$ cat src/rtl/iir_inv_seq.sv
// Inverse (reconstruction) IIR filter built from cascaded second-order sections.
// One shared multiplier does one product per cycle, so each section takes 5 cycles per sample.
module iir_inv_seq #(
    parameter int N        = 2,
    parameter int BITWIDTH = 32,
    parameter int SECTIONS = (N + 1) / 2,
    parameter int FAC      = 20
) (
    input  logic                            clk,
    input  logic                            rst,
    input  logic                            in_valid,
    output logic                            in_ready,
    input  logic [BITWIDTH-1:0]             in_data,
    output logic                            out_valid,
    input  logic                            out_ready,
    output logic [BITWIDTH-1:0]             out_data,
    input  logic                            coef_we,
    input  logic [$clog2(5*SECTIONS)-1:0]   coef_addr,
    input  logic [BITWIDTH-1:0]             coef_data
);

    localparam int W    = BITWIDTH;
    localparam int NC   = 5 * SECTIONS;
    localparam int AW   = $clog2(NC);
    localparam int SW   = (SECTIONS > 1) ? $clog2(SECTIONS) : 1;
    localparam int PW   = 2 * W;
    localparam int ACCW = 2 * W + 3;

    localparam logic [W-1:0]           ONE     = {{(W-1){1'b0}}, 1'b1} << FAC;
    localparam logic signed [ACCW-1:0] SAT_MAX = {{(ACCW-W+1){1'b0}}, {(W-1){1'b1}}};
    localparam logic signed [ACCW-1:0] SAT_MIN = {{(ACCW-W+1){1'b1}}, {(W-1){1'b0}}};

    typedef enum logic [1:0] {IDLE, MAC, OUT} state_t;

    state_t                 state, state_nxt;
    logic [SW-1:0]          sec;
    logic [2:0]             k;
    logic signed [ACCW-1:0] acc;
    logic signed [W-1:0]    cur_v;
    logic signed [W-1:0]    coef [NC];
    logic signed [W-1:0]    v1 [SECTIONS];
    logic signed [W-1:0]    v2 [SECTIONS];
    logic signed [W-1:0]    u1 [SECTIONS];
    logic signed [W-1:0]    u2 [SECTIONS];

    logic [AW-1:0]          coef_idx;
    logic signed [W-1:0]    coef_sel, op_sel;
    logic signed [PW-1:0]   coef_ext, op_ext, prod;
    logic signed [ACCW-1:0] term, acc_nxt, shifted;
    logic signed [W-1:0]    u_sat;
    logic                   last_term, last_sec;

    assign in_ready  = (state == IDLE);
    assign out_valid = (state == OUT);
    assign last_term = (k == 3'd4);
    assign last_sec  = (sec == SW'(SECTIONS - 1));

    // Datapath: select one coefficient/operand pair, multiply, accumulate, round down and clamp.
    always_comb begin
        // NOTE: every signal driven here gets a default first so no latch is inferred.
        coef_idx = AW'(5 * int'(sec) + int'(k));
        coef_sel = coef[coef_idx];
        case (k)
            3'd0:    op_sel = cur_v;
            3'd1:    op_sel = v1[sec];
            3'd2:    op_sel = v2[sec];
            3'd3:    op_sel = u1[sec];
            3'd4:    op_sel = u2[sec];
            default: op_sel = '0;
        endcase
        coef_ext = {{W{coef_sel[W-1]}}, coef_sel};
        op_ext   = {{W{op_sel[W-1]}}, op_sel};
        prod     = coef_ext * op_ext;
        term     = {{3{prod[PW-1]}}, prod};
        if (k >= 3'd3) term = -term;
        acc_nxt  = (k == 3'd0) ? term : acc + term;
        shifted  = acc_nxt >>> FAC;
        if (shifted > SAT_MAX)      u_sat = SAT_MAX[W-1:0];
        else if (shifted < SAT_MIN) u_sat = SAT_MIN[W-1:0];
        else                        u_sat = shifted[W-1:0];
    end

    always_comb begin
        state_nxt = state;
        case (state)
            IDLE:    if (in_valid) state_nxt = MAC;
            MAC:     if (last_term && last_sec) state_nxt = OUT;
            OUT:     if (out_ready) state_nxt = IDLE;
            default: state_nxt = IDLE;
        endcase
    end

    // NOTE: sequential state uses non-blocking assignments so every register samples pre-edge values.
    always_ff @(posedge clk) begin
        if (rst) begin
            state    <= IDLE;
            sec      <= '0;
            k        <= '0;
            acc      <= '0;
            cur_v    <= '0;
            out_data <= '0;
            // NOTE: the coefficient and history arrays are reset because reset must restore identity filtering.
            for (int i = 0; i < NC; i++) coef[i] <= (i % 5 == 0) ? ONE : '0;
            for (int s = 0; s < SECTIONS; s++) begin
                v1[s] <= '0;
                v2[s] <= '0;
                u1[s] <= '0;
                u2[s] <= '0;
            end
        end else begin
            state <= state_nxt;
            case (state)
                IDLE: begin
                    if (coef_we && (int'(coef_addr) < NC)) coef[coef_addr] <= coef_data;
                    if (in_valid) cur_v <= in_data;
                    sec <= '0;
                    k   <= '0;
                end
                MAC: begin
                    if (last_term) begin
                        acc     <= '0;
                        k       <= '0;
                        v2[sec] <= v1[sec];
                        v1[sec] <= cur_v;
                        u2[sec] <= u1[sec];
                        u1[sec] <= u_sat;
                        cur_v   <= u_sat;
                        if (last_sec) out_data <= u_sat;
                        else          sec      <= sec + 1'b1;
                    end else begin
                        acc <= acc_nxt;
                        k   <= k + 3'd1;
                    end
                end
                default: ;
            endcase
        end
    end

endmodule

$ cat config.mk
export PLATFORM = sky130hd
export DESIGN_NAME = iir_inv_seq
export DESIGN_NICKNAME = d
export VERILOG_FILES = /design/src/rtl/iir_inv_seq.sv
export SDC_FILE = /design/constraint.sdc
export NUM_CORES = 2
export LEC_CHECK = 0
export CAP_MARGIN = 20
export CORE_ASPECT_RATIO = 1.25
export CORE_MARGIN = 1.5
export CORE_UTILIZATION = 55
export DETAILED_ROUTE_END_ITERATION = 6
export PLACE_DENSITY = 0.74
export SETUP_SLACK_MARGIN = 0.15
export SYNTH_ARGS = -nofsm -noshare
export SYNTH_HDL_FRONTEND = slang
export SYNTH_SLANG_ARGS = --single-unit
$ cat constraint.sdc
create_clock -name clk -period 15.3 [get_ports clk]
set_clock_uncertainty 0.2 [all_clocks]
set_input_delay 3.06 -clock clk [delete_from_list [all_inputs] [get_ports clk]]
set_output_delay 3.06 -clock clk [all_outputs]
set_load 0.03 [all_outputs]
# == Word-level counts from Yosys, hierarchy flattened ==
# Memories as Yosys holds them, arrays and structs flattened.
# Cells that the tools add are included.
# word_totals
word_cells,86
ram_bits,288
output_inout_bits,34
n_memories,5
regBits,137
in_bits,72
# classes
eq_ne,10
n_lt_le_gt_ge,4
n_reduce_logical,14
multipliers,2
mux,39
n_addsub,5
bitwise_logic,1
# mem_list
memory,depth,width,rd,rd_ports_with_merged_regs,wr,line_no,source
coef,5,32,1,0,5,40,logic signed [W-1:0] coef [NC];
u1,1,32,1,0,1,43,logic signed [W-1:0] u1 [SECTIONS];
u2,1,32,1,0,1,44,logic signed [W-1:0] u2 [SECTIONS];
v1,1,32,1,0,1,41,logic signed [W-1:0] v1 [SECTIONS];
v2,1,32,1,0,1,42,logic signed [W-1:0] v2 [SECTIONS];
# op_table
operator,n
two-way mux 32 bit,9
two-way mux 67 bit,3
one-hot mux 32 bit (5 select lines),1
OR reduction 32 bit,5
adder 67 bit,1
negator 64 -> 67 bit,1
multiplier 32 x 32 -> 64 bit,1
one-hot mux 32 bit (2 select lines),1
"> comparator 47 x 32 -> 1 bit, second input constant",1
"less-than comparator 47 x 32 -> 1 bit, second input constant",1
two-way mux 1 bit,17
AND reduction 3 bit,3
"equality test 3 x 2 -> 1 bit, second input constant",2
two-way mux 2 bit,3
two-way mux 3 bit,2
"inequality test 2 bit, second input constant",3
one-hot mux 2 bit (3 select lines),1
one-hot mux 3 bit (2 select lines),1
"adder 3 x 1 -> 3 bit, second input constant",1
adder 3 bit,1
"equality test 3 x 1 -> 1 bit, second input constant",1
"equality test 3 bit, second input constant",1
">= comparator 3 x 2 -> 1 bit, second input constant",1
logical NOT 3 bit,1
other kinds (12),13

# == Longest topological paths before layout ==
# An unclocked memory read counts as a cell.
# logic_depth
word_depth,13
depth_mapped,62
ltp_nobuf,51

# == Least setup slack after synthesis ==
# OpenSTA, ideal clock, no wires.
# synth_path
path_type,register -> register
startpoint,register k[0]
endpoint,memory u1[0][0] (netlist bit) (data pin)
required_ps,14830
path_buffers,13
path_stages_with_launch,58
t_arrival_ps,15163
slack_ps,-333
setup_time_ps,270
cell_sequence,dfxtp_1 > buf_1 > clkbuf_1 > buf_1 > clkbuf_1 > mux4_2 > nand2_1 > and2_1 > clkbuf_1 > clkbuf_1 > nor2_1 > fa_1 > inv_1 > fa_1 > inv_1 > fa_1 > fa_1 > fa_1 > [... 22 more ...] > ha_1 > and3_1 > and4_1 > a21oi_1 > o211ai_1 > a221oi_1 > a21oi_1 > or2_2 > a31oi_1 > xor2_1 > o221ai_1 > or4b_1 > nor4_2 > a21o_1 > buf_2 > buf_2 > buf_2 > a21oi_1
# synth_via
elab_chain_len,11
elab_cells_between_ends,24
classes_between,add/sub: 3; mul: 1; order compare: 3; eq/ne: 4; mux: 10; reduce/logical: 2; memory: 1
# synth_rtl
element,line_no,source
"start, declared",37,logic [2:0] k;
"start signal, assigned",132,k <= k + 3'd1;
"adder 3 bit, or another cell as far along",61,coef_idx = AW'(5 * int'(sec) + int'(k));
memory read (5 x 32 bit) / one-hot mux 32 bit (5 select lines) (equally long branches),-,
multiplier 32 x 32 -> 64 bit,73,prod = coef_ext * op_ext;
negator 64 -> 67 bit,75,if (k >= 3'd3) term = -term;
two-way mux 67 bit,75,
adder 67 bit,76,acc_nxt = (k == 3'd0) ? term : acc + term;
two-way mux 67 bit,76,
less-than comparator 47 x 32 -> 1 bit,79,else if (shifted < SAT_MIN) u_sat = SAT_MIN[W-1:0];
two-way mux 32 bit,79,
two-way mux 32 bit,78,if (shifted > SAT_MAX) u_sat = SAT_MAX[W-1:0];
two-way mux 32 bit (no source line) *,-,
"end, declared",43,
# Mark *: on every way between the ends. The rest lies on a longest branch, timed or not.

# == Worst setup path after layout ==
# layout_path
startpoint,register k[0]
endpoint,register out_data[29]
# layout_via
elab_chain_len,10
elab_cells_between_ends,19
classes_between,add/sub: 3; mul: 1; order compare: 3; eq/ne: 4; mux: 5; reduce/logical: 2; memory: 1
# layout_rtl
element,line_no,source
"adder 3 bit, or another cell as far along",61,
memory read (5 x 32 bit) / one-hot mux 32 bit (5 select lines) (equally long branches),-,
multiplier 32 x 32 -> 64 bit,73,
negator 64 -> 67 bit,75,
two-way mux 67 bit,75,
adder 67 bit,76,
two-way mux 67 bit,76,
less-than comparator 47 x 32 -> 1 bit,79,
two-way mux 32 bit,79,
two-way mux 32 bit,78,
"end signal, assigned",128,if (last_sec) out_data <= u_sat;
"end, declared",16,"output logic [BITWIDTH-1:0] out_data,"
# Parallel ways exist; a longest one is shown, timed or not.
# A chain may end at the register's enable or synchronous reset.

==> results.md <==
- Routability congestion estimate: around 1.1
- CP max stage cell: fa_1
- Die height: 388 µm
- Clk_lat worst skew: between 600 and 700 ps
- Share of layout cells above drive strength 1: 0.115
- Final period util: 0.965
- Post-DP HPWL: about 180 mm
- Via density: 6.04
- Max Slew Vio Count: 0
- H-tree depth: 2
- Die width: about 310 µm
- Largest delay share family, worst path: adder cells
- Register bit count reported by yosys: 520
- Fmax achieved: between 60 and 70 MHz
- Unique masters post-synth: a little under 100
- Vias in the first global route: ~55,000
- Fill cells: just under 10,000
- First-pass GRT wire length: between 300 and 400 mm
- Commonest non-fill, non-tap cells in the layout: fa_1 (1,078), inv_1 (1,071), nand2_1 (908)
- Post-synthesis sequential area ratio: 0.218
- RSZ-0062 raised after global routing: no
- Worst Path Buf+Inv: 14
- Yosys top cell area share: 0.332
- DRT Wirelength: roughly 230 mm
- Slew headroom: 0.210
- Crit Path Max Fanout: 34
- Core area: 0.118 mm²
- Ys async rst share: 0
- Final Setup Violations: 0
- TritonRoute pass-1 iters: 6
- Cell Area, Placed: 0.0709 mm²
- Final hold vios: 0
- Sink Count: 520
- Largest cells by area after synthesis: fa_1 (33%), edfxtp_1 (18%), inv_1 (6.2%)
- Tightest Pin Transition: 1170 ps
- IO Count: 106
- Port bufs: around 110
- NumNets Final: 8,712
- Synth Cell Area: 0.0654 mm²
- CP max stage delay: slightly above 600 ps
- Routing usage on met1: 0.474
- Commonest non-fill, non-tap cell in the layout: fa_1
- DRC: 0
- Initial antenna violation count: 4
- CTS Buf Count: 45
- Syn avg cell area: 9.37 µm²
- Die Area: 0.121 mm²
- Fin area: 0.0737 mm²
- EDFF count, synth: between 300 and 400
- Crit end category: flop
- Top cell type by total area after synthesis: fa_1
- Clock Root Buffer: clkbuf_16
- Number of core rows: ~140
- Drt initial violations: roughly 5,600
- Initial core utilization: 0.554
- Final hold slack: ~270 ps
- Worst Path Required: about 16,000 ps
- CTS tree: built
- Outcome: complete, no violations
- GRT busiest layer: met2
- CP dominant cell by count: fa_1
- Yosys Warn Count: 0
- Critical Path AT: approximately 15,000 ps
- Critical path type: reg -> reg
- Clock slew at reported path FFs: about 80 ps
- Layout area overhead: 12.7%
- Routed WL per cell: 25.8 µm
- GR Overflow Total: 0
- Mapped Cells: ~7,000
- Main synth FF type: edfxtp_1
- Largest net degree at the start of global routing: 75
- CTS max path bufs: 3
- Met3 usage: 0.0714
- Routed Antenna Nets: 0
- Startpoint Class: flop
- Min-delay worst type: reg -> reg
- Routed vias: between 50,000 and 60,000
- Crit path time final: around 15,000 ps
- Max-cap viol count: 0
- Gr usage total: 0.381
- Met2 usage in global routing: 0.615
-- cell usage after synthesis, types with 15 or more instances --
cell and instances:
dfxtp_1 136, and2_1 290, o31ai_1 16, o211ai_1 34, nor3_1 55, a31oi_1 47, a22o_1 29, a21o_1 64
and4_1 29, and3_1 55, inv_1 1074, nand3_1 81, xnor2_1 93, fa_1 1083, ha_1 257, a32o_1 24
a221oi_1 24, nand2_1 915, or3_1 32, a22oi_1 68, nand2b_1 20, edfxtp_1 384, o21ai_1 15, buf_2 24
a211oi_1 31, nor2_1 740, clkbuf_1 355, o21ai_0 180, buf_1 21, o21a_1 35, mux4_2 64, or2_2 49
xor2_1 69, o21bai_1 22, nand4_1 70, a21oi_1 254
-- worst reg2reg max path: cells and delay by family (launching register included) --
kind,cells,cell delay [ps]
adder cells (fa/ha/maj),12,5150
AND/OR/NAND/NOR,12,3370
AO/OA/AOI/OAI,14,3080
buffers and inverters,14,1990
flip-flops,1,400
XOR/XNOR,1,400
-- metal layers --
| metal | part of all wire | wire length, µm |
|---|---|---|
| met1 | 0.37 | 84000 |
| met2 | 0.46 | 106000 |
| met3 | 0.094 | 21500 |
| met4 | 0.078 | 17900 |
| met5 | 0 | 0 |
-- sequential cells by signal (all words and copies together), names as in the netlist --
| register | flops |
|---|---|
| v1 | 32 |
| u1 | 32 |
| cur_v | 32 |
| v2 | 32 |
| u2 | 32 |
| out_data | 32 |
| acc | 67 |
| state | 2 |
| coef | 256 |
| k | 3 |
-- path summary, 6_finish.rpt --
check / from / end / slack, ps / cells past startpoint
max: k[0] / out_data[29] / 540 / 53
max reg2reg: k[0] / out_data[29] / 540 / 53
min reg2reg: acc[19] / acc[19] / 270 / 2
min: acc[19] / acc[19] / 270 / 2
-- metrics by stage --
step	setup slack [ps]	instances	setup TNS (ps)	util
global route	126	8911	0	0.624
detailed placement	-200	8777	-8710	0.601
CTS	158	8867	0	0.616
floorplan	200	7070	0	-
finish	543	8911	0	0.624
global placement	-127	8777	-2900	0.601
-- cell families (layout without fill, tap and decap cells) --
family,count (synthesis),in the layout,share of synthesized area
and+or+nand+nor,2425,2425,0.170
buffers and inverters,1486,1752,0.0867
adders and majority gates,1340,1340,0.381
AOI/OAI and AO/OA,968,968,0.0994
DFF,520,520,0.218
xor gates and xnor gates,162,162,0.0217
muxes,73,73,0.0235
other,1,98,0.0000574
-- repair_timing --
action,CTS,global route
gates resized for setup,30,129
endpoints found under the setup margin,94,94
pin swaps,3,21
setup buffers,6,36
hold buffers,0,0
gates cloned,1,5
-- layout make-up --
class	instances	area (µm²)	share of cell area
Tap cell	1573	1970	0.0267
Clock inverter	30	348	0.00472
Antenna cell	2	5.00	0.0000679
Inverter	1075	4040	0.0548
Clock buffer	53	1210	0.0164
Sequential cell	520	14300	0.194
Multi-Input combinational cell	5064	46500	0.631
Timing Repair Buffer	594	5360	0.0728
Power is not shown: default switching activity piles up to over one toggle a cycle in this logic, so the estimate is an artifact.
